<file path="src/rtl/com_pkg.sv">
// Shared types and widths for the board-link feeder and receive-path helpers.
package com_pkg;

  localparam int unsigned COM_WORD_W = 32;

  typedef enum logic [1:0] {
    TXF_IDLE,
    TXF_ISSUE,
    TXF_WAIT
  } txf_state_t;

endpackage

</file>
<file path="src/rtl/com_sync_fifo.sv">
// Single-clock FIFO with registered storage, pointers, count and full/empty flags.
// DEPTH must be a power of two so the pointers wrap naturally.
module com_sync_fifo #(
  parameter int unsigned WIDTH = 32,
  parameter int unsigned DEPTH = 4
) (
  input  logic                     clk,
  input  logic                     rst,
  input  logic                     push,
  input  logic                     pop,
  input  logic [WIDTH-1:0]         wr_data,
  output logic [WIDTH-1:0]         head_c,
  output logic                     full,
  output logic                     empty,
  output logic [$clog2(DEPTH):0]   count
);

  localparam int unsigned AW = $clog2(DEPTH);
  localparam int unsigned CW = AW + 1;

  logic [WIDTH-1:0] mem [DEPTH];
  logic [AW-1:0]    wr_ptr;
  logic [AW-1:0]    rd_ptr;
  logic             push_ok;
  logic             pop_ok;
  logic [CW-1:0]    cnt_nxt;

  // Full/empty come from the pre-update count, so a push while full is refused
  // even when a pop happens in the same cycle.
  assign push_ok = push & ~full;
  assign pop_ok  = pop & ~empty;
  assign cnt_nxt = count + CW'(push_ok) - CW'(pop_ok);
  assign head_c  = mem[rd_ptr];

  always_ff @(posedge clk) begin
    if (push_ok) mem[wr_ptr] <= wr_data;
  end

  always_ff @(posedge clk or negedge rst) begin
    if (!rst) begin
      wr_ptr <= '0;
      rd_ptr <= '0;
      count  <= '0;
      full   <= 1'b0;
      empty  <= 1'b1;
    end else begin
      if (push_ok) wr_ptr <= wr_ptr + AW'(1);
      if (pop_ok)  rd_ptr <= rd_ptr + AW'(1);
      count <= cnt_nxt;
      full  <= (cnt_nxt == CW'(DEPTH));
      empty <= (cnt_nxt == '0);
    end
  end

endmodule

</file>
<file path="src/rtl/com_tx_feeder.sv">
// Feeds buffered core words to the board-link transmitter one pulse at a time.
// Optional WAIT timeout with re-issue is enabled by defining COM_TX_TIMEOUT_EN.
module com_tx_feeder
  import com_pkg::*;
#(
  parameter int unsigned DEPTH       = 4,
  parameter int unsigned TIMEOUT_CYC = 1024
) (
  input  logic                   clk,
  input  logic                   rst,
  input  logic                   wr_en,
  input  logic [COM_WORD_W-1:0]  wr_data,
  output logic                   full,
  output logic [$clog2(DEPTH):0] count,
  output logic [COM_WORD_W-1:0]  data_in,
  output logic                   data_rdy,
  input  logic                   rdy_for_data,
  output logic                   busy,
  output logic                   overflow,
  output logic                   timeout_err
);

  if (DEPTH < 2 || (DEPTH & (DEPTH - 1)) != 0 || TIMEOUT_CYC < 2) begin : g_bad_cfg
    $error("com_tx_feeder: DEPTH must be a power of two >= 2 and TIMEOUT_CYC >= 2");
  end

  txf_state_t            state;
  logic                  rfd_q;
  logic                  rise_c;
  logic                  tmo_c;
  logic                  empty;
  logic                  pop;
  logic [COM_WORD_W-1:0] head_c;

  assign rise_c = rdy_for_data & ~rfd_q;
  assign pop    = (state == TXF_IDLE) & ~empty;

  com_sync_fifo #(
    .WIDTH (COM_WORD_W),
    .DEPTH (DEPTH)
  ) u_fifo (
    .clk     (clk),
    .rst     (rst),
    .push    (wr_en),
    .pop     (pop),
    .wr_data (wr_data),
    .head_c  (head_c),
    .full    (full),
    .empty   (empty),
    .count   (count)
  );

`ifdef COM_TX_TIMEOUT_EN
  localparam int unsigned TW = $clog2(TIMEOUT_CYC);

  logic [TW-1:0] wait_cnt;

  assign tmo_c = (state == TXF_WAIT) && !rise_c && (wait_cnt == TW'(TIMEOUT_CYC - 1));

  // Counter is held at zero outside WAIT, so every entry to WAIT starts fresh.
  always_ff @(posedge clk or negedge rst) begin
    if (!rst) begin
      wait_cnt    <= '0;
      timeout_err <= 1'b0;
    end else begin
      if (state != TXF_WAIT) wait_cnt <= '0;
      else                   wait_cnt <= wait_cnt + TW'(1);
      if (tmo_c) timeout_err <= 1'b1;
    end
  end
`else
  assign tmo_c       = 1'b0;
  assign timeout_err = 1'b0;
`endif

  // Issue FSM; a rise during ISSUE is swallowed because rfd_q tracks it regardless.
  always_ff @(posedge clk or negedge rst) begin
    if (!rst) begin
      state    <= TXF_IDLE;
      rfd_q    <= 1'b0;
      data_in  <= '0;
      data_rdy <= 1'b0;
      busy     <= 1'b0;
      overflow <= 1'b0;
    end else begin
      rfd_q    <= rdy_for_data;
      data_rdy <= 1'b0;
      if (wr_en && full) overflow <= 1'b1;
      case (state)
        TXF_IDLE: begin
          if (!empty) begin
            state    <= TXF_ISSUE;
            data_in  <= head_c;
            data_rdy <= 1'b1;
            busy     <= 1'b1;
          end
        end
        TXF_ISSUE: state <= TXF_WAIT;
        TXF_WAIT: begin
          if (rise_c) begin
            state <= TXF_IDLE;
            busy  <= 1'b0;
          end else if (tmo_c) begin
            state    <= TXF_ISSUE;
            data_rdy <= 1'b1;
          end
        end
        default: begin
          state <= TXF_IDLE;
          busy  <= 1'b0;
        end
      endcase
    end
  end

endmodule
</file>
<file path="config.mk">
export PLATFORM = sky130hd
export DESIGN_NAME = com_tx_feeder
export DESIGN_NICKNAME = d
export VERILOG_FILES = /design/src/rtl/com_pkg.sv /design/src/rtl/com_sync_fifo.sv /design/src/rtl/com_tx_feeder.sv
export SDC_FILE = /design/constraint.sdc
export NUM_CORES = 1
export LEC_CHECK = 0
export ABC_CLOCK_PERIOD_IN_PS = 3100
export BUFFER_PORTS_ARGS = -buffer_cell sky130_fd_sc_hd__buf_2
export CELL_PAD_IN_SITES_DETAIL_PLACEMENT = 1
export CELL_PAD_IN_SITES_GLOBAL_PLACEMENT = 1
export CORE_MARGIN = 4
export CORE_UTILIZATION = 45
export DETAILED_ROUTE_END_ITERATION = 10
export PLACE_DENSITY = 0.77
export SLEW_MARGIN = 20
export SYNTH_ARGS = -nofsm -noshare
export SYNTH_HDL_FRONTEND = slang
export SYNTH_SLANG_ARGS = --single-unit
</file>
<file path="constraint.sdc">
create_clock -name clk -period 3.1 [get_ports clk]
set_clock_uncertainty 0.2 [all_clocks]
set_input_delay 0.62 -clock clk [delete_from_list [all_inputs] [get_ports clk]]
set_output_delay 0.62 -clock clk [all_outputs]
set_load 0.005 [all_outputs]
</file>
# --- After elaboration in Yosys (flattened, before gate mapping) ---
# Memories as Yosys holds them, arrays and structs flattened. A register that Yosys moved wholly into a read port is not among the register bits.
# Index checks and enable logic that the tools add are counted.
totals:
  reg_bits: 15
  mem_bits_rw: 128
  in_bits: 36
  out_inout_bits: 40
  elab_cells: 45
  mem_count: 1
memory_table:
  columns: ["memory", "words", "word_bits", "rd", "rd_clocked_by_memory_dff", "write_ports", "line", "rtl"]
  rows:
  - ["u_fifo.mem", 4, 32, 1, 1, 1, "com_sync_fifo.sv:21", "logic [WIDTH-1:0] mem [DEPTH];"]
classes:
  add_sub_neg: 4
  n_eq_ne: 5
  muxes: 10
  bitwise_logic: 8
  reduce_logical: 7
ops:
  columns: ["cell", "n"]
  rows:
  - ["$mux 1", 6]
  - ["$pmux 2 s3", 1]
  - ["$add 2x1->2 const B", 2]
  - ["$and 1x1->1", 4]
  - ["$mux 2", 2]
  - ["$ne 2x2->1 const B", 2]
  - ["$not 1->1", 4]
  - ["$reduce_and 2->1", 2]
  - ["$add 3x1->3", 1]
  - ["$eq 3x3->1 const B", 1]
  - ["$logic_not 3->1", 1]
  - ["$pmux 1 s3", 1]
  - ["$reduce_and 3->1", 1]
  - ["$sub 3x1->3", 1]
  - ["$eq 2x1->1 const B", 1]
  - ["$eq 2x2->1 const B", 1]
  - ["$logic_not 2->1", 1]
  - ["$logic_and 1x1->1", 1]
  - ["$logic_not 1->1", 1]

# --- Depth between registers and ports, before layout ---
# Gate-level depths: netlist of run 1.
logic_depth:
  depth_word: 5
  mapped_depth: 9
  mapped_depth_nobuf: 8

# --- Cells and area by module ---
# From an unflattened synthesis of run 1, not the netlist that was laid out.
hier_totals:
  hier_cells: 288
  area_unflattened_um2: 6553.8
by_module_without_submodules:
  columns: ["module", "n_inst", "cells_per_inst", "area_each_um2", "seq_area_each_um2"]
  rows:
  - ["com_sync_fifo", 1, 204, 5132.4, 4070.2]
  - ["com_tx_feeder", 1, 84, 1421.4, 950.9]

# --- Least setup slack after synthesis of run 1 ---
# Ideal clock, no wire load.
synth_timing:
  path_kind: "input port to flip-flop"
  startpoint: "input wr_en"
  endpoint: "memory u_fifo.mem[0][0], enable pin"
  setup_ns: 0.392
  t_arrival_ns: 1.785
  t_required_ns: 2.508
  slack_ns: 0.723
  cell_stages: 3
  path_buffers: 1
  cell_sequence: "nor2b_1 > clkbuf_1 > and2_1"
synth_between:
  elab_chain_cells: 3
synth_lines:
  columns: ["element", "line", "rtl"]
  rows:
  - ["start, declared", "com_tx_feeder.sv:11", "input logic wr_en,"]
  - ["$and 1x1->1", "com_sync_fifo.sv:30", "assign push_ok = push & ~full;"]
  - ["via u_fifo.push_ok", "com_sync_fifo.sv:24", "logic push_ok;"]
  - ["$mux 1", "com_sync_fifo.sv:36", "if (push_ok) mem[wr_ptr] <= wr_data;"]
  - ["$mux 1 (implied by the code)", "com_sync_fifo.sv:36", null]
  - ["end, declared", "com_sync_fifo.sv:21", null]
# The timed path passes the listed nets, and every way through them passes these cells.

# --- Worst setup path after layout of run 1 ---
layout_timing:
  startpoint: "register state[0]"
  endpoint: "register u_fifo.full"
layout_between:
  elab_chain_cells: 5
layout_lines:
  columns: ["element", "line", "rtl"]
  rows:
  - ["start, declared", "com_tx_feeder.sv:27", "txf_state_t state;"]
  - ["start signal, assigned", "com_tx_feeder.sv:79", "state <= TXF_IDLE;"]
  - ["start signal, assigned", "com_tx_feeder.sv:92", "state <= TXF_ISSUE;"]
  - ["start signal, assigned", "com_tx_feeder.sv:98", "TXF_ISSUE: state <= TXF_WAIT;"]
  - ["$logic_not 2->1", "com_tx_feeder.sv:36", "assign pop = (state == TXF_IDLE) & ~empty;"]
  - ["$and 1x1->1", "com_tx_feeder.sv:36", null]
  - ["via pop", "com_tx_feeder.sv:32", "logic pop;"]
  - ["$and 1x1->1", "com_sync_fifo.sv:31", "assign pop_ok = pop & ~empty;"]
  - ["$sub 3x1->3", "com_sync_fifo.sv:32", "assign cnt_nxt = count + CW'(push_ok) - CW'(pop_ok);"]
  - ["via u_fifo.cnt_nxt[2]", "com_sync_fifo.sv:26", "logic [CW-1:0] cnt_nxt;"]
  - ["$eq 3x3->1", "com_sync_fifo.sv:50", "full <= (cnt_nxt == CW'(DEPTH));"]
  - ["end signal, assigned", "com_sync_fifo.sv:50", null]
  - ["end, declared", "com_sync_fifo.sv:13", "output logic full,"]
# The timed path passes the listed nets, and every way through them passes these cells.
# A chain may end at the register's enable or synchronous reset.

==> results of run 1 <==
state kept, by name (all words and copies together) (netlist names):
register / count
u_fifo.mem: 128
busy: 1
u_fifo.rd_ptr: 2
u_fifo.empty: 1
u_fifo.wr_ptr: 2
data_in: 32
u_fifo.count: 3
state: 2
data_rdy: 1
u_fifo.full: 1
rfd_q: 1
overflow: 1
Yosys cell counts (all sizes together):
master	n
xor2	1
buf	19
nand2b	1
nor2	2
nor3	1
nor2b	1
dfrtp	46
ha	6
edfxtp	128
nand3b	1
o221ai	32
clkbuf	1
a21oi	1
inv	9
fa	1
nand2	36
and2	4
nor3b	1
conb	1
a21o	1
o22ai	1
dfstp	1
o21ai	1
or3	1
xnor2	4
mux2i	65
logic make-up (layout without fill, tap and decap cells):
family,count (synthesis),count (layout),share of synthesized area [%]
AO/OA/AOI/OAI,36,36,7.14
XOR/XNOR,5,5,0.765
buffers and inverters,29,123,2.69
adder cells (fa/ha/maj),7,7,1.42
other,1,1,0.0559
flip-flops,175,175,74.9
multiplexers,65,65,9.70
AND/OR/NAND/NOR,48,48,3.38
layer usage:
layer / global-route usage (%) / vias to the layer above / share of wire [%]
li1: - / 1560 / -
met2: 29.4 / 87 / 51
met5: 0 / - / 0.051
met1: 22.9 / 1775 / 43
met3: 4.83 / 16 / 4.9
met4: 6.91 / 2 / 1.5
through the flow:
step / utilization (%) / power, mW
after global routing: 54.0 / 8.61
after global placement: 49.8 / 5.87
after CTS: 54.0 / 8.22
after floorplan: - / 5.23
after detailed placement: 49.8 / 6.02
final: 54.0 / 8.11
power by group through the flow:
stage	registers, mW	logic, mW	clock network [mW]
final	3.55	2.38	2.17
after global routing	3.62	2.66	2.33
after CTS	3.56	2.45	2.21
after detailed placement	3.60	2.42	0
after global placement	3.56	2.31	0
after floorplan	3.45	1.78	0
worst max path at each step:
stage	startpoint	to	slack, ns	cells after the start
after global placement	state[0]	u_fifo.full	0.71	8
after floorplan	wr_en	u_fifo.mem[0][0]	0.72	3
after CTS	state[0]	u_fifo.full	0.51	8
after global routing	state[0]	u_fifo.full	0.35	8
after detailed placement	state[0]	u_fifo.full	0.57	8
final	state[0]	u_fifo.full	0.53	8
worst max-delay path: cells and delay by family (launching register included):
family,cells,cell delay (ns)
fa+ha+maj,3,0.67
buf+inv,2,0.13
flops,1,0.43
xor+xnor,1,0.27
simple gates,2,0.78
final cells by class:
class	count	area, um2
inverter	9	33.8
fill	1366	6710
multi-input combinational	162	1520
sequential	175	5020
clock inverter	6	104
tap	184	230
timing repair buffer	82	468
clock buffer	26	499
==> results.txt, run 1 <==
- Cell at the root of the clock tree: sky130_fd_sc_hd__clkbuf_16
- Synthesis produced a netlist with a net count of 409.
* Biggest area consumer among synthesized cells: sky130_fd_sc_hd__edfxtp_1
* Via density per instance: 5.34
- Final period demand of the worst path: roughly 2.6 ns
* Startpoint type of the worst setup path: flop
- TritonCTS clock tree: done
- CP endpoint kind: flop
- Wire length of the first global-routing pass: 22000 um
- Startpoint of the worst register-to-register path: state[0]
- Data arrives at the worst endpoint at ~2.7 ns.
* Post-synthesis cell area: 0.00671 mm2
* Part of the power in the clock network: 26.8%
- Result of the run: completed
- Final Hold Vio Count: 0
- Share of Yosys cell area claimed by the top area cell type: 57.3%
* Area post-placement: ~0.0073 mm2
- End point of the worst hold path: rfd_q
- ANT cells: 0
* Slew HR: between 20% and 30%
- Layout-stage area growth over the synthesis result: 17.4%
- Weighted congestion reported at the end of routability-driven placement: 0.709
- Of the total power, the share spent switching nets is a little under a third.
- Yosys printed 0 warnings.
* Kind of critical path: flop to flop
- Switching power: between 2 and 3 mW
* Syn Area/Cell: about 18 um2
- Slack of the critical path: 0.529 ns
* Post-route DRC violation count: 0
* Initial drt markers: 242
* Cts-stage hold buffer count: 0
- On the critical path, the stage with the largest delay is an instance of sky130_fd_sc_hd__or3_2.
- Cell types occupying the most area after synthesis: sky130_fd_sc_hd__edfxtp_1 (57%), sky130_fd_sc_hd__dfrtp_1 (17%), sky130_fd_sc_hd__mux2i_1 (9.7%)
* Class of the worst hold path: input pin to flop
* Area of all placed cells without fillers: 0.00788 mm2
- Power spread over the standard cell area amounts to between 1000 and 1500 mW/mm2.
- Most used cells in the layout excluding fill and tap cells: sky130_fd_sc_hd__edfxtp_1 (128), sky130_fd_sc_hd__buf_2 (74), sky130_fd_sc_hd__mux2i_1 (65)
- Share of the yosys chip area belonging to registers: 74.9%
* Number of max-cap violations: 0
- Cells after synthesis: 366
- Once the clock tree was built, the setup fixing pass inserted 0 buffers.
- Measured along the x axis, the die boundary spans 130 um.
- In this run, flip-flops and latches consume 43.8% of the power.
* Actual slew at the worst max-slew pin: about 1.1 ns
* Worst r2r dst: u_fifo.full
- Maximum number of pins on one net before global-route repair: 36
- Across every metal layer, demand over resource in global routing totals 17.9%.
* Max stage delay on crit path: roughly 0.52 ns
- Counting the buffers created by CTS gives 17.
- Max-slew violations: 0
- Detail Placement HPWL: 8490 um
* Vertical extent of the die: 130 um
- Beginning of the worst hold path: rdy_for_data
- The initial antenna violation count came to 1.
* H-tree level count: 4
- IR analysis of the VDD net gives a maximum drop of between 0.0005 and 0.0006 V.
- The floorplan step defined a core boundary enclosing 0.0146 mm2.
- The via count of the first global-routing pass came to 3863.
* Post-cts gate resize count: 0
- Number of port buffers: 74
- Count of cells along the worst hold path: 1
* Routed Antenna Nets: 0
- Setup-violating endpoint count in the final report: 0
- Once placement completed, the tool counted placed cells totaling a little over 600.
* CP Cell Sequence: or3_2 -> inv_2 -> ha_1 -> inv_1 -> ha_1 -> fa_1 -> xnor2_1 -> nor3b_1
- Initial Utilization: 46.0%
* Num rows: 44
* Most common library cell in the layout ignoring fill and taps: sky130_fd_sc_hd__edfxtp_1
- Full die area: 0.0169 mm2
- Setup total negative slack on the finished layout was measured at 0 ns.
- Setup slack on the worst flop-to-flop path: 0.53 ns
- Data on the critical path is required at its endpoint by ~3.2 ns.
- Clock Sinks: 175
- The analysis attributes to cell leakage a power of just over 3 nW.
* Setup slack at placement: 0.568 ns
- Clock-pin slew was measured on the worst setup and hold paths at about 0.060 ns.
- Worst-path fanout max: 5
* Top Ports: 76
* Count of cell types in the netlist: 33
- Worst-skew pair later-pin latency: 0.43 ns
* Total detailed-routing wirelength: 13800 um
- Number of non-filler instances in the completed layout: 644
- Max Buffers Root-to-Sink: 2
- Final critical-path share of the clock period: 82.9%
- For this run, the post-layout net count is 490.
- For this run, the detailed router's first-pass iteration total came to 4.
- Part of the total power dissipated in combinational logic: 29.4%
- Based on the critical path, the design can be clocked at up to 0.389 GHz.
- The worst register-to-register path has a depth of 8.
- Unrepaired setup endpoints after global routing: false
- The total overflow left after global routing is 0.
- After synthesis the netlist holds a flip-flop and latch count of 175.
* Detail-routed net length per standard cell: 21.5 um
* Library cell appearing most often on the critical path: sky130_fd_sc_hd__ha_1
* Fraction of layout instances using a drive strength above 1: 33.5%
- Internal power: approximately 5.5 mW
* WHS: 0.116 ns
- Across all layers, the routed design uses 3440 vias.
Note: power is estimated with default switching activity, not from simulation.
==> inputs of run 2 (changes only) <==
Settings changed: ABC_AREA set to 1, ABC_CLOCK_PERIOD_IN_PS 3100 to 2300, CORE_UTILIZATION 45 to 42, PLACE_DENSITY 0.77 to 0.8.
Clock period 3.1 ns to 2.3 ns, I/O delays scaled along.
==> run 2 against run 1 <==
Effect of this change: cell count is 60% higher; via count grew 43%; area after synthesis is 9.2% higher; global-route usage rose by 0.58 points; worst setup slack worse by 0.48 ns; combinational power grew 66%; worst hold slack got worse by 0.069 ns; highest routed layer is now met4; non-clock buffer count is 12 higher; synthesized cell count grew 94%.
==> results.txt, run 2 <==
- Result of the run: completed (unchanged)
* Grt peak-use layer: met2 (unchanged)
* FFs w/ async S/R, synth: 26.9% (unchanged)
- The end of the worst hold path is u_fifo.mem[3][21] (was rfd_q).
- Most instantiated cells after synthesis: sky130_fd_sc_hd__nand2_1 (264), sky130_fd_sc_hd__edfxtp_1 (128), sky130_fd_sc_hd__inv_1 (101) (was sky130_fd_sc_hd__edfxtp_1 (128), sky130_fd_sc_hd__mux2i_1 (65), sky130_fd_sc_hd__dfrtp_1 (46))
- Power density of the placed cells: 1320 mW/mm2 (was 1030 mW/mm2)
* Vertical extent of the die: 140 um (was 130 um)
- The detailed placement HPWL is 10500 um (was 8490 um).
- The global routing met3 resource utilization was 3.38% (was 4.83%).
- The total inserted antenna cells came to 0 (unchanged).
- Length of the first detailed-routing pass in iterations: 4 (unchanged)
- Most used cells in the layout excluding fill and tap cells: sky130_fd_sc_hd__nand2_1 (264), sky130_fd_sc_hd__edfxtp_1 (128), sky130_fd_sc_hd__inv_1 (100) (was sky130_fd_sc_hd__edfxtp_1 (128), sky130_fd_sc_hd__buf_2 (74), sky130_fd_sc_hd__mux2i_1 (65))
* Via density per instance: 4.77 (was 5.34)
- Total core area: 0.0172 mm2 (was 0.0146 mm2)
- Number of non-filler instances in the completed layout: 1030 (was 644)
* TritonCTS clock tree: done (unchanged)
- The end of the worst register-to-register path was u_fifo.full (unchanged).
* Final critical-path share of the clock period: 97.9% (was 82.9%)
* Routed Antenna Nets: 0 (unchanged)
* Biggest area consumer among synthesized cells: sky130_fd_sc_hd__edfxtp_1 (unchanged)
* H-tree level count: 4 (unchanged)
- The final count of pins violating max slew was 0 (unchanged).
- Total detailed-routing wirelength: 17100 um (was 13800 um)
* Most used standard cell by instance count after synthesis: sky130_fd_sc_hd__nand2_1 (was sky130_fd_sc_hd__edfxtp_1)
* Max rail drop VDD: 0.000657 V (was 0.000573 V)
- Initial antenna violation count: 0 (was 1)
- The register name with the most flops is u_fifo.mem (unchanged).
- Count of cells along the worst hold path: 1 (unchanged)
- Number of max-cap violations: 0 (unchanged)
* Fraction of layout instances using a drive strength above 1: 22.4% (was 33.5%)
- The number of flip-flops under the largest register name came to 128 (unchanged).
- The slack of the critical path was 0.0474 ns (was 0.529 ns).
- The number of cell instances on the worst register-to-register path came to 8 (unchanged).
- The count of input and output buffers came to 74 (unchanged).
- Class of the worst hold path: input pin to flop (unchanged)
* Worst endpoint required time: 2.46 ns (was 3.23 ns)
* Startpoint type of the worst setup path: flop (unchanged)
- Synth warn: 0 (unchanged)
- The maximum number of pins on one net before global-route repair came to 66 (was 36).
* Final Hold Vio Count: 0 (unchanged)
- Actual slew at the worst max-slew pin: 0.746 ns (was 1.13 ns)
- The total grt overflow came to 0 (unchanged).
- Syn Area/Cell: 10.3 um2 (was 18.3 um2)
- The largest fanout of any net on the critical path came to 2 (was 5).
* WHS: 0.0468 ns (was 0.116 ns)
- Count of flip-flops with a built-in enable after synthesis: 128 (unchanged)
* M1 GR Usage: 21.3% (was 22.9%)
- The commonest non-fill, non-tap cell in the layout was sky130_fd_sc_hd__nand2_1 (was sky130_fd_sc_hd__edfxtp_1).
- The total clock buffers created by CTS came to 17 (unchanged).
- The floorplan die area is 0.0196 mm2 (was 0.0169 mm2).
* Weighted congestion reported at the end of routability-driven placement: 0.726 (was 0.709)
- The number of nets in the layout was 835 (was 490).
- Count of cell types in the netlist: 22 (was 33)
* Post-Route Setup TNS: 0 ns (unchanged)
- The fraction of the yosys area taken by sequential cells came to 68.6% (was 74.9%).
- The routed wire length per instance came to 16.6 um (was 21.5 um).
- The via count of the first global-routing pass was 5484 (was 3863).
- Achievable clock frequency: 0.444 GHz (was 0.389 GHz)
* Initial drt markers: 276 (was 242)
* Worst-skew pair later-pin latency: 0.43 ns (about the same)
- The area added between synthesis and finish is 18.0% (was 17.4%).
* Total GRT Usage: 18.5% (was 17.9%)
* Initial Utilization: 42.6% (was 46.0%)
* Main synth FF type: sky130_fd_sc_hd__edfxtp_1 (unchanged)
- Die W: 140 um (was 130 um)
- The final-report setup violation count came to 0 (unchanged).
* GR met2 Demand/Resource: 34.2% (was 29.4%)
- The post-route total power was 11.4 mW (was 8.11 mW).
* Biggest regs: u_fifo.mem (128), data_in (32), u_fifo.count (3) (unchanged)
- The clock tree buffer depth was 2 (unchanged).
- Cells after synthesis: 709 (was 366)
* Top Ports: 76 (unchanged)
- Setup slack at placement: -0.000421 ns (was 0.568 ns)
- The headroom to the max-slew limit came to 50.3% (was 24.1%).
* Data arrival time of the critical path: 2.41 ns (was 2.70 ns)
- Wire length of the first global-routing pass: 28100 um (was 22000 um)
* Final period demand of the worst path: 2.25 ns (was 2.57 ns)
- The number of cells in the design after placement is 995 (was 612).
* Clock Sinks: 175 (unchanged)
- DR vias: 4911 (was 3440)
- The area share of the leading cell type in the synthesized netlist came to 52.5% (was 57.3%).
- The register clock-pin slew on the reported worst setup and hold paths came to 0.07 ns (was 0.06 ns).
- Setup slack on the worst flop-to-flop path: 0.05 ns (was 0.53 ns)
- Startpoint of the worst register-to-register path: u_fifo.empty (was state[0])
* Cell types occupying the most area after synthesis: sky130_fd_sc_hd__edfxtp_1 (52%), sky130_fd_sc_hd__dfrtp_1 (16%), sky130_fd_sc_hd__nand2_1 (14%) (was sky130_fd_sc_hd__edfxtp_1 (57%), sky130_fd_sc_hd__dfrtp_1 (17%), sky130_fd_sc_hd__mux2i_1 (9.7%))
- Kind of critical path: flop to flop (unchanged)
* Register bit total from synthesis: 175 (unchanged)
* Post-synthesis cell area: 0.00732 mm2 (was 0.00671 mm2)
- The type of element capturing the critical path is a flop (unchanged).
* Net count after synthesis: 752 (was 409)
- The startpoint of the most critical hold path is wr_data[21] (was rdy_for_data).
- The number of cell rows was 48 (was 44).
- Unrepaired setup endpoints after global routing: true (was false).
* Cell at the root of the clock tree: sky130_fd_sc_hd__clkbuf_16 (unchanged)
* Post-route DRC violation count: 0 (unchanged)
* Static Leak: 4.12 nW (was 3.10 nW)
## run 2: layout make-up
| class | instances | area [um2] |
|---|---|---|
| clock inverters | 15 | 170 |
| clock buffers | 17 | 425 |
| repair buffers | 94 | 601 |
| inverters | 149 | 562 |
| fillers | 1919 | 8540 |
| well taps | 225 | 282 |
| flip-flops and latches | 175 | 5020 |
| multi-input cells | 355 | 1580 |
## run 2: metal layers
layer,vias up,part of all wire (%)
li1,2340,-
met1,2429,40
met2,116,54
met3,26,3.5
met4,0,2.1
met5,-,0
## run 2: worst max path at each step
| stage | start | endpoint | slack, ns | depth (start not counted) |
|---|---|---|---|---|
| floorplan | wr_en | u_fifo.mem[0][0] | -0.53 | 4 |
| global placement | u_fifo.empty | u_fifo.full | 0.09 | 8 |
| detailed placement | u_fifo.empty | u_fifo.full | -0.0004 | 8 |
| CTS | u_fifo.empty | u_fifo.full | 0.002 | 8 |
| global route | u_fifo.empty | u_fifo.empty | -0.03 | 8 |
| finish | u_fifo.empty | u_fifo.full | 0.05 | 8 |
## run 2: cell families (layout without fill, tap and decap cells)
logic type,count (synthesis),count (layout),share of synthesized area (%)
buffers and inverters,179,275,10.7
XOR/XNOR,2,2,0.239
adder cells (fa/ha/maj),7,7,1.30
AND/OR/NAND/NOR,338,338,18.6
AO/OA/AOI/OAI,7,7,0.513
other,1,1,0.0512
flip-flops,175,175,68.6
## run 2: critical path, stage by stage (launching register included)
cell,delay (ns)
sky130_fd_sc_hd__dfstp_2,0.52
sky130_fd_sc_hd__nand3b_1,0.17
sky130_fd_sc_hd__inv_4,0.06
sky130_fd_sc_hd__ha_4,0.26
sky130_fd_sc_hd__inv_2,0.04
sky130_fd_sc_hd__ha_4,0.15
sky130_fd_sc_hd__fa_1,0.45
sky130_fd_sc_hd__or2_1,0.25
sky130_fd_sc_hd__a21oi_2,0.10
## run 2: timing repair
action                                 in CTS  in global routing
pin swaps                                   1                  1
hold buffers                                2                  0
setup buffers                               0                  1
gates resized for setup                     0                  1
setup endpoints to repair                   1                  2
endpoints found under the hold margin      47                  0
## run 2: metrics by stage
step,util (%),instance area [um2]
after floorplan,-,7360
after global placement,46.6,8010
after detailed placement,46.6,8010
after CTS,50.2,8630
after global routing,50.3,8640
final,50.3,8640
## run 2: where the power goes
part | switching, mW | internal, mW | leakage, nW
Clock | 1.21 | 1.70 | 0.282
Combinational | 2.59 | 1.35 | 2.09
Sequential | 0.319 | 4.27 | 1.74
==> inputs of run 3 (changes only) <==
Settings changed: CORE_MARGIN 4 to not set.
==> run 3 against run 2 <==
Effect of this change: wire length is 3.8% higher; sequential share of layout area rose by 0.10 points; non-clock buffer count up 1; clock-buffer cell count grew 5; utilization increased by 0.98 points; fmax down 1.2%; via count is 0.35% higher; critical path depth unchanged; global-route usage is 3.0 points higher; design area decreased by 0.17%; flip-flop and latch count stayed put; critical endpoint unchanged; largest cell class unchanged; highest routed layer unchanged.
==> results.txt, run 3 (synthesis gave the netlist of run 2 again) <==
- The top-level I/O count came to 76 (unchanged).
* End point of the worst hold path: u_fifo.mem[1][4] (was u_fifo.mem[3][21])
* Initial antenna violation count: 0 (unchanged)
- Vertical extent of the die: 134 um (was 140 um)
- The core area is 0.0168 mm2 (was 0.0172 mm2).
- The slowest library cell on the worst path is sky130_fd_sc_hd__dfstp_2 (unchanged).
- The number of cell instances on the worst register-to-register path came to 8 (unchanged).
- Achievable clock frequency: 0.439 GHz (was 0.444 GHz)
- Vias in the first global route: 5444 (was 5484)
- Initial Utilization: 43.5% (was 42.6%)
- Maximum number of pins on one net before global-route repair: 41 (was 66)
- The number of nets still failing antenna checks after routing came to 0 (unchanged).
- The first-pass GRT wire length came to 28400 um (was 28100 um).
- Most common library cell in the layout ignoring fill and taps: sky130_fd_sc_hd__nand2_1 (unchanged)
- The delay of the slowest cell on the worst path was 0.52 ns (about the same).
- The total clock buffers created by CTS was 17 (unchanged).
- Unrepaired setup endpoints after global routing: true (unchanged).
* Detail-routed net length per standard cell: 17.3 um (was 16.6 um)
* Startpoint type of the worst setup path: flop (unchanged)
- The number of levels in the clock H-tree came to 4 (unchanged).
- The leakage power was 4.12 nW (about the same).
* Result of the run: completed (unchanged)
* Post-Route Setup TNS: 0 ns (unchanged)
- Most flops, register: u_fifo.mem (unchanged)
- Max-slew violations: 0 (unchanged)
- Most used cells in the layout excluding fill and tap cells: sky130_fd_sc_hd__nand2_1 (264), sky130_fd_sc_hd__edfxtp_1 (128), sky130_fd_sc_hd__inv_1 (100) (unchanged).
- The combined global-route utilization of all metal layers was 21.5% (was 18.5%).
- Setup slack at placement: 0.0592 ns (was -0.000421 ns)
* Number of nets in the layout: 836 (was 835)
- The final-report setup violation count came to 0 (unchanged).
- Number of port buffers: 74 (unchanged)
- Cell at the root of the clock tree: sky130_fd_sc_hd__clkbuf_16 (unchanged)
- Beginning of the worst hold path: wr_data[4] (was wr_data[21])
- Buf/Inv on CP: 2 (unchanged)
- Total detailed-routing wirelength: 17700 um (was 17100 um)
- Final Hold Vio Count: 0 (unchanged)
- The clock tree from TritonCTS is done (unchanged).
- The data required time of the worst path came to 2.47 ns (was 2.46 ns).
* Weighted congestion reported at the end of routability-driven placement: 0.700 (was 0.726)
* Via density per instance: 4.80 (was 4.77)
* Delay-heaviest family, CP: adder cells (unchanged)
* Data arrival time of the critical path: 2.45 ns (was 2.41 ns)
- The number of vias in the routed layout was 4928 (was 4911).
- Final period demand of the worst path: 2.28 ns (was 2.25 ns)
* Initial drt markers: 272 (was 276)
* Full die area: 0.0180 mm2 (was 0.0196 mm2)
- Worst-path fanout max: 2 (unchanged)
- Final critical-path share of the clock period: 99.1% (was 97.9%)
* Post-route DRC violation count: 0 (unchanged)
- Aggregate global routing overflow: 0 (unchanged)
* Worst r2r dst: u_fifo.full (unchanged)
* Library cell appearing most often on the critical path: sky130_fd_sc_hd__ha_4 (unchanged)
- The insertion delay to the later sink of the worst-skew pair came to 0.44 ns (was 0.43 ns).
- Layout-stage area growth over the synthesis result: 17.8% (was 18.0%)
- The worst reg2reg path startpoint is u_fifo.empty (unchanged).
* Slack of the critical path: 0.0208 ns (was 0.0474 ns)
- Number of non-filler instances in the completed layout: 1026 (was 1030)
- Num rows: 47 (was 48)
- CP Cell Sequence: nand3b_1 -> inv_4 -> ha_4 -> inv_2 -> ha_4 -> fa_1 -> or2_1 -> a21oi_2 (unchanged)
* Number of max-cap violations: 0 (unchanged)
* GR met2 Demand/Resource: 40.0% (was 34.2%)
- Power density of the placed cells: 1330 mW/mm2 (was 1320 mW/mm2)
- Flip-flop count of the largest register, all copies and words added: 128 (unchanged)
* Setup slack on the worst flop-to-flop path: 0.02 ns (was 0.05 ns)
* Max Buffers Root-to-Sink: 2 (unchanged)
* Length of the first detailed-routing pass in iterations: 4 (unchanged)
* CP endpoint kind: flop (unchanged)
- Final design utilization: 51.3% (was 50.3%)
- The instance count along the most critical hold path came to 1 (unchanged).
- Max rail drop VDD: 0.000831 V (was 0.000657 V)
- The layout cell share with drive strength beyond 1 was 22.5% (was 22.4%).
- CTS clock-pin slew for the worst setup and hold paths: 0.07 ns (about the same)
- Grt peak-use layer: met2 (unchanged)
- ANT cells: 0 (unchanged)
- The number of cells in the design after placement is 991 (was 995).
* M1 GR Usage: 24.3% (was 21.3%)
- The global routing met3 resource utilization is 4.31% (was 3.38%).
- Clock Sinks: 175 (unchanged)
* Class of the worst hold path: input pin to flop (unchanged)
- Kind of critical path: flop to flop (unchanged)
* Die W: 134 um (was 140 um)
- Biggest regs: u_fifo.mem (128), data_in (32), u_fifo.count (3) (unchanged).
- Detail Placement HPWL: 11100 um (was 10500 um)
## run 3: how the worst max path moves through the flow
stage                 start          endpoint  slack, ns  depth (start not counted)
3_3_place_gp   u_fifo.empty       u_fifo.full       0.07                          8
6_report       u_fifo.empty       u_fifo.full       0.02                          8
3_5_place_dp   u_fifo.empty       u_fifo.full       0.06                          8
5_1_grt        u_fifo.empty       u_fifo.full      -0.05                          8
2_1_floorplan         wr_en  u_fifo.mem[0][0]      -0.53                          4
4_1_cts        u_fifo.empty       u_fifo.full      0.009                          8
## run 3: power breakdown
part,total [mW],internal [mW],switching (mW),leakage [nW]
clock,2.82,1.62,1.19,0.281
combinational,4.00,1.36,2.64,2.10
sequential,4.62,4.28,0.343,1.74
total,11.4,7.26,4.18,4.12
## run 3: area by class of cell
type                            instances  area [um2]
Clock inverter                         10        85.1
Fill cell                            1885        8200
Tap cell                              220         275
Clock buffer                           22         494
Sequential cell                       175        5020
Inverter                              149         562
Multi-Input combinational cell        355        1580
Timing Repair Buffer                   95         608
## run 3: routing by layer
layer	wire [um]	up-vias
li1	-	2346
met5	0	-
met3	477	19
met1	7190	2485
met4	264	0
met2	9780	78
## run 3: repair_timing
| action | CTS | global route |
|---|---|---|
| hold buffers | 2 | 0 |
| hold endpoints to repair | 16 | 0 |
| setup endpoints to repair | 0 | 2 |
| resized for setup | 0 | 1 |
| buffers inserted | 0 | 1 |
## run 3: metrics by stage
stage	area, um2	hold slack (ns)	total power [mW]
6_report	8620	0.0406	11.4
5_1_grt	8620	0.0335	12.2
4_1_cts	8610	0.0309	11.5
3_5_place_dp	8010	0.211	8.62
3_3_place_gp	8010	0.210	8.36
2_1_floorplan	7360	-0.0356	7.26
